<file path="config.mk">
export PLATFORM = sky130hd
export DESIGN_NAME = dmem_stall_gen
export DESIGN_NICKNAME = d
export VERILOG_FILES = /design/src/rtl/dmem_stall_gen.sv
export SDC_FILE = /design/constraint.sdc
export NUM_CORES = 1
export LEC_CHECK = 0
export CORE_ASPECT_RATIO = 0.8
export CORE_MARGIN = 1.5
export CORE_UTILIZATION = 34
export CTS_CLUSTER_SIZE = 16
export DETAILED_ROUTE_END_ITERATION = 10
export GPL_TIMING_DRIVEN = 0
export MAX_ROUTING_LAYER = met4
export PLACE_DENSITY = 0.66
export SLEW_MARGIN = 20
export SYNTH_ARGS = -nofsm -noshare
export SYNTH_HDL_FRONTEND = slang
export SYNTH_SLANG_ARGS = --single-unit
</file>
<file path="constraint.sdc">
create_clock -name clk -period 3.3 [get_ports clk]
set_input_delay 0.66 -clock clk [delete_from_list [all_inputs] [get_ports clk]]
set_output_delay 0.66 -clock clk [all_outputs]
set_load 0.01 [all_outputs]
</file>
<file path="src/rtl/dmem_stall_gen.sv">
// dmem_stall_gen: MEM-stage data memory sequencer.
// Issues one bus access per load/store and stalls the pipe until it retires.
module dmem_stall_gen #(
  parameter int ADDR_W = 32,
  parameter int DATA_W = 32
) (
  input  logic              clk,
  input  logic              rst,
  input  logic [1:0]        mem_type,
  input  logic [1:0]        mem_size,
  input  logic              mem_signed,
  input  logic [ADDR_W-1:0] mem_addr,
  input  logic [DATA_W-1:0] mem_wdata,
  input  logic              flush,
  input  logic              hold_i,
  output logic              mem_stall_o,
  output logic [DATA_W-1:0] rdata_o,
  output logic              addr_err_o,
  output logic              bus_req_valid,
  input  logic              bus_req_ready,
  output logic              bus_we,
  output logic [ADDR_W-1:0] bus_addr,
  output logic [DATA_W-1:0] bus_wdata,
  output logic [3:0]        bus_wstrb,
  input  logic              bus_resp_valid,
  input  logic [DATA_W-1:0] bus_rdata
);

  typedef enum logic [1:0] {
    IDLE,
    REQ,
    WAIT,
    DONE
  } state_t;

  state_t state_q, state_d;

  logic              is_b, is_h, is_w;
  logic              acc_vld, mis, go, err_d;
  logic [DATA_W-1:0] wdata_d;
  logic [3:0]        wstrb_d;

  logic [1:0]        off_q;
  logic [1:0]        size_q;
  logic              sgn_q;
  logic              ld_b, ld_h, ld_w;
  logic [DATA_W-1:0] lane, ext;

  assign is_b = (mem_size == 2'b00);
  assign is_h = (mem_size == 2'b01);
  assign is_w = mem_size[1];

  assign acc_vld = ((mem_type == 2'b01) |
                    (mem_type == 2'b10)) & ~flush;
  assign mis = (is_h & mem_addr[0]) |
               (is_w & (|mem_addr[1:0]));

  assign go    = (state_q == IDLE) & acc_vld & ~mis;
  assign err_d = (state_q == IDLE) & acc_vld & mis;

  assign mem_stall_o = go | (state_q == REQ) |
                       (state_q == WAIT);
  assign bus_req_valid = (state_q == REQ);

  always_comb begin
    state_d = state_q;
    case (state_q)
      IDLE: if (go) state_d = REQ;
      REQ:  if (bus_req_ready) state_d = WAIT;
      WAIT: if (bus_resp_valid) state_d = DONE;
      DONE: if (!hold_i) state_d = IDLE;
      default: state_d = IDLE;
    endcase
  end

  // Replicate store data across lanes so the bus only needs wstrb.
  always_comb begin
    wdata_d = mem_wdata;
    wstrb_d = 4'b1111;
    unique case (1'b1)
      is_b: begin
        wdata_d = {4{mem_wdata[7:0]}};
        wstrb_d = 4'b0001 << mem_addr[1:0];
      end
      is_h: begin
        wdata_d = {2{mem_wdata[15:0]}};
        wstrb_d = mem_addr[1] ? 4'b1100 : 4'b0011;
      end
      is_w: begin
        wdata_d = mem_wdata;
        wstrb_d = 4'b1111;
      end
    endcase
  end

  assign ld_b = (size_q == 2'b00);
  assign ld_h = (size_q == 2'b01);
  assign ld_w = size_q[1];
  assign lane = bus_rdata >> {off_q, 3'b000};

  always_comb begin
    ext = lane;
    unique case (1'b1)
      ld_b: ext = {{24{sgn_q & lane[7]}}, lane[7:0]};
      ld_h: ext = {{16{sgn_q & lane[15]}}, lane[15:0]};
      ld_w: ext = lane;
    endcase
  end

  always_ff @(posedge clk or negedge rst) begin
    if (!rst) begin
      state_q    <= IDLE;
      addr_err_o <= 1'b0;
      bus_we     <= 1'b0;
      bus_addr   <= '0;
      bus_wdata  <= '0;
      bus_wstrb  <= 4'b0000;
      off_q      <= 2'b00;
      size_q     <= 2'b00;
      sgn_q      <= 1'b0;
      rdata_o    <= '0;
    end else begin
      state_q    <= state_d;
      addr_err_o <= err_d;
      if (go) begin
        bus_we    <= (mem_type == 2'b10);
        bus_addr  <= {mem_addr[ADDR_W-1:2], 2'b00};
        bus_wdata <= wdata_d;
        bus_wstrb <= wstrb_d;
        off_q     <= mem_addr[1:0];
        size_q    <= mem_size;
        sgn_q     <= mem_signed;
      end
      if ((state_q == WAIT) && bus_resp_valid && !bus_we)
        rdata_o <= ext;
    end
  end

endmodule

</file>
# [Word level (Yosys, flattened, before mapping)]
# Cells that the tools add are included.
[totals] in_bits=107 reg_bits=107
[classes] eq_ne=11 n_mux=9 bitwise=14 n_shift=2 n_reduce_logical=8
[ops] op="one-hot mux 32 bit (3 select lines)" count=2
[ops] op="right shift 32 x 5 -> 32 bit" count=1
[ops] op="one-hot mux 4 bit (3 select lines)" count=1
[ops] op="bitwise AND 1 bit" count=8
[ops] op="equality test 2 x 1 -> 1 bit (second input constant)" count=4
[ops] op="two-way mux 2 bit" count=4
[ops] op="one-hot mux 2 bit (4 select lines)" count=1
[ops] op="equality test 2 bit (second input constant)" count=3
[ops] op="zero test 2 bit" count=3
[ops] op="inequality test 2 bit (second input constant)" count=3
[ops] op="two-way mux 4 bit" count=1
[ops] op="bitwise OR 1 bit" count=4
[ops] op="AND reduction 4 bit" count=1
[ops] op="left shift 1 x 2 -> 4 bit (first input constant)" count=1
[ops] op="logical AND 1 bit" count=2
[ops] op="inequality test 2 x 1 -> 1 bit (second input constant)" count=1
[ops] op="NOT 1 bit" count=2
[ops] op="OR reduction 2 bit" count=1
[ops] op="zero test 1 bit" count=1

# [Logic depth before layout (Yosys ltp)]
[depth] ltp_word=7 ltp_mapped=8 depth_no_buf=6

# [Least setup slack after synthesis]
# No wires, ideal clock.
[synth_path] path_type="in2out" startpoint="input port mem_type[0]" endpoint="output port mem_stall_o" arrival_ns=1.962 n_path_buf=2 setup_slack_ns=0.678 stages=7 path_cell_list="inv_1 -> ha_1 -> nor3b_1 -> o21ai_1 -> clkbuf_1 -> clkbuf_1 -> nand3_1"
[synth_between] elab_chain_len=7 word_cells_on_any_way=8
[synth_lines] item="start: declaration" line_no="9" source="input logic [1:0] mem_type,"
[synth_lines] item="equality test 2 x 1 -> 1 bit or equality test 2 bit (tied branches)" line_no="53, 54"
[synth_lines] item="bitwise OR 1 bit (*)" line_no="53" source="assign acc_vld = ((mem_type == 2'b01) |"
[synth_lines] item="bitwise AND 1 bit (*)" line_no="54" source="(mem_type == 2'b10)) & ~flush;"
[synth_lines] item="bitwise AND 1 bit (*) (2 in series)" line_no="58" source="assign go = (state_q == IDLE) & acc_vld & ~mis;"
[synth_lines] item="bitwise OR 1 bit (*) (2 in series)" line_no="61" source="assign mem_stall_o = go | (state_q == REQ) |"
[synth_lines] item="end: declaration" line_no="16" source="output logic mem_stall_o,"
# Every way passes the cells marked *; elsewhere a longest branch is shown, timed or not.

# [Final worst setup path]
# Ends and elaborated chain as after synthesis.

==> reports/qor.csv <==
metric;value;unit
Yosys reg bits;107;
Vert. Die Dim;112;um
Wirelength per Cell;17.5;um
fin nets;790;
CTS Sinks;107;
Mapped Cells;456;
Final period util;0.975;
Netlist cell types;39;
chip width;139;um
hpwl dp;11.3;mm
slew margin rel.;0.323;
commonest non-fill, non-tap cell in the layout;clkdlybuf4s50_1;
Inst Count DP;848;
most used cell, CP;clkdlybuf4s50_1;
Crit Path Class;in2out;
Area growth syn-to-layout;53.9;%
std cell rows;39;
non-filler cells, final;867;
power density cells;835;mW/mm2
crit-path cells;clkdlybuf4s50_1 -> inv_1 -> ha_1 -> nor3b_2 -> o21ai_2 -> clkbuf_8 -> nand3_1 -> clkdlybuf4s50_1;
layout cells sized above 1;0.122;
Crit path required time;2.64;ns
Buffers on Ports;206;
FILL cells;1267;
CTS Buffer Depth;2;
sequential area share after synthesis;0.532;
Pleak;3.36;nW
overflow left after global routing;0;
outcome;complete, but fails checks;
failing checks;DRC;
Final min period;3.22;ns
# H-tree levels;3;
Total GRT Usage;0.207;
most frequent cells in the layout;205 x clkdlybuf4s50_1, 107 x dfrtp_1, 52 x nand2_1;
ant diodes;0;
first-pass GRT wire length;24.4;mm
GP Congestion;0.868;
Final WS setup;0.0813;ns
Clock Skews;0.00876;ns
clk_lat worst skew;0.36;ns
CTS tree;yes;
HP Class;in2async;
iteration-0 DRC count of the detailed router;292;
Core ar.;0.0144;mm2
largest net degree at the start of global routing;76;
Pre-antenna DRT Iters;8;
crit start category;primary input;
max-slew violations;0;
Die Footprint;0.0156;mm2
cts bufs inserted;9;
Max stage delay cell, worst path;clkdlybuf4s50_1;
Worst Tran Pin Value;1.01;ns
Max Cap Violations;0;
Critical Path Sink Type;output port;
CP max FO;3;
clk root buf;clkbuf_16;
RSZ-0062 raised after global routing;no;
DRC errors left;17;
CP arrival;2.56;ns
syn_area_per_cell;11.0;um2
worst slack at placement;-0.780;ns
initial antenna violation count;0;
Setup violations, final;0;
vias;4345;
Peak VDD IR;498;uV
Ports;211;
Synth Cell Area;0.00503;mm2
max frequency;311;MHz
final count of hold timing violations;0;
delay of the slowest cell on the worst path;0.53;ns
vias in the first global route;4541;
Initial Utilization;0.350;
final wirelength;15.2;mm
synth warn;0;
Post-DRT Antenna Nets;0;
Via density;5.01;
Reg clk slew, reported paths;0.07;ns
## critical path: cells and delay by family
kind / cells / cell delay (ns)
AOI/OAI and AO/OA: 1 / 0.10
buffers and inverters: 4 / 1.17
and+or+nand+nor: 2 / 0.30
adders and majority gates: 1 / 0.32
## registers in the layout (all words and copies together) (netlist names)
name        count
addr_err_o      1
sgn_q           1
rdata_o        32
bus_wstrb       4
bus_we          1
state_q         2
bus_wdata      32
off_q           2
size_q          2
bus_addr       30
## timing repair
item / in CTS / in global routing
gates resized for setup: 5 / 0
setup buffers: 2 / 2
hold buffers: 0 / 0
endpoints found under the setup margin: 1 / 1
pin swaps: 1 / 1
## layout make-up
| cell class | count | area [um2] | area share |
|---|---|---|---|
| tap | 184 | 230 | 0.0297 |
| buffer | 31 | 154 | 0.0199 |
| timing repair buffer | 211 | 2120 | 0.274 |
| inverter | 5 | 18.8 | 0.00242 |
| clock buffer | 13 | 270 | 0.0349 |
| multi-input combinational | 313 | 2210 | 0.285 |
| clock inverter | 3 | 68.8 | 0.00888 |
| sequential | 107 | 2680 | 0.346 |
## logic make-up after synthesis
kind of cell / after synthesis / synth area share
AND/OR/NAND/NOR: 125 / 0.119
flip-flops: 107 / 0.532
multiplexers: 94 / 0.202
AO/OA/AOI/OAI: 86 / 0.0994
buffers and inverters: 37 / 0.0331
adder cells (fa/ha/maj): 5 / 0.0124
other: 1 / 0.000745
XOR/XNOR: 1 / 0.00174
## report_power, final
group / switching (W) / total [W] / leakage, nW / internal, W
Sequential: 0.000359 / 0.00227 / 1.32 / 0.00191
Combinational: 0.00129 / 0.00298 / 1.87 / 0.00169
Clock: 0.000493 / 0.00122 / 0.166 / 0.000730
Total: 0.00214 / 0.00647 / 3.36 / 0.00433
## worst paths after layout
path	startpoint	endpoint	slack (ns)	cells after the start
setup reg to reg	state_q[0]	rdata_o[25]	0.85	7
max in group asynchronous	rst	bus_addr[18]	2.44	2
hold / removal	rst	bus_wdata[8]	0.20	1
setup / recovery	mem_type[0]	mem_stall_o	0.08	8
min in group clk	bus_wdata[18]	bus_wdata[18]	0.48	2
hold reg to reg	bus_wdata[18]	bus_wdata[18]	0.48	2
## per-layer routing
| layer | track usage | vias up | share of wire |
|---|---|---|---|
| li1 | - | 2034 | - |
| met1 | 0.266 | 2095 | 0.46 |
| met2 | 0.307 | 202 | 0.43 |
| met3 | 0.0783 | 14 | 0.098 |
| met4 | 0.0553 | 0 | 0.0099 |
| met5 | - | - | 0 |
## synth_stat cells
library cell | n | area share
a21o_1 | 1 | 0.0015
a21oi_1 | 26 | 0.026
a221o_1 | 9 | 0.018
a2bb2oi_1 | 1 | 0.0017
a31oi_1 | 1 | 0.0012
and2_1 | 7 | 0.0087
buf_1 | 3 | 0.0022
buf_2 | 4 | 0.0040
buf_4 | 2 | 0.0030
buf_6 | 2 | 0.0045
clkbuf_1 | 21 | 0.016
conb_1 | 1 | 0.00074
dfrtp_1 | 107 | 0.53
ha_1 | 5 | 0.012
inv_1 | 5 | 0.0037
mux2_1 | 13 | 0.029
mux2_2 | 38 | 0.085
mux2i_1 | 42 | 0.083
mux4_2 | 1 | 0.0045
nand2_1 | 52 | 0.039
nand2b_1 | 1 | 0.0012
nand3_1 | 9 | 0.0089
nand3_2 | 7 | 0.014
nor2_1 | 37 | 0.028
nor2b_1 | 2 | 0.0025
nor3_1 | 2 | 0.0020
nor3b_1 | 2 | 0.0030
nor4b_4 | 1 | 0.0047
o211ai_1 | 2 | 0.0030
o21ai_0 | 41 | 0.041
o21ai_1 | 2 | 0.0020
o221ai_1 | 1 | 0.0017
o2bb2ai_1 | 1 | 0.0017
o32a_1 | 1 | 0.0020
or2_1 | 1 | 0.0012
or2_2 | 2 | 0.0025
or3b_2 | 1 | 0.0017
or4b_1 | 1 | 0.0020
xnor2_1 | 1 | 0.0017
## metrics by stage
stage	total power, W	TNS (ns)	hold slack, ns	utilization	area (um2)
after floorplan	0.00359	0	0.364	-	5040
after global placement	0.00520	-280.33	0.463	0.509	7330
after detailed placement	0.00526	-0.780	0.470	0.511	7360
after CTS	0.00653	0	0.192	0.537	7730
after global routing	0.00688	0	0.202	0.538	7750
final	0.00647	0	0.196	0.538	7750
Note: power is estimated with default switching activity, not from simulation.
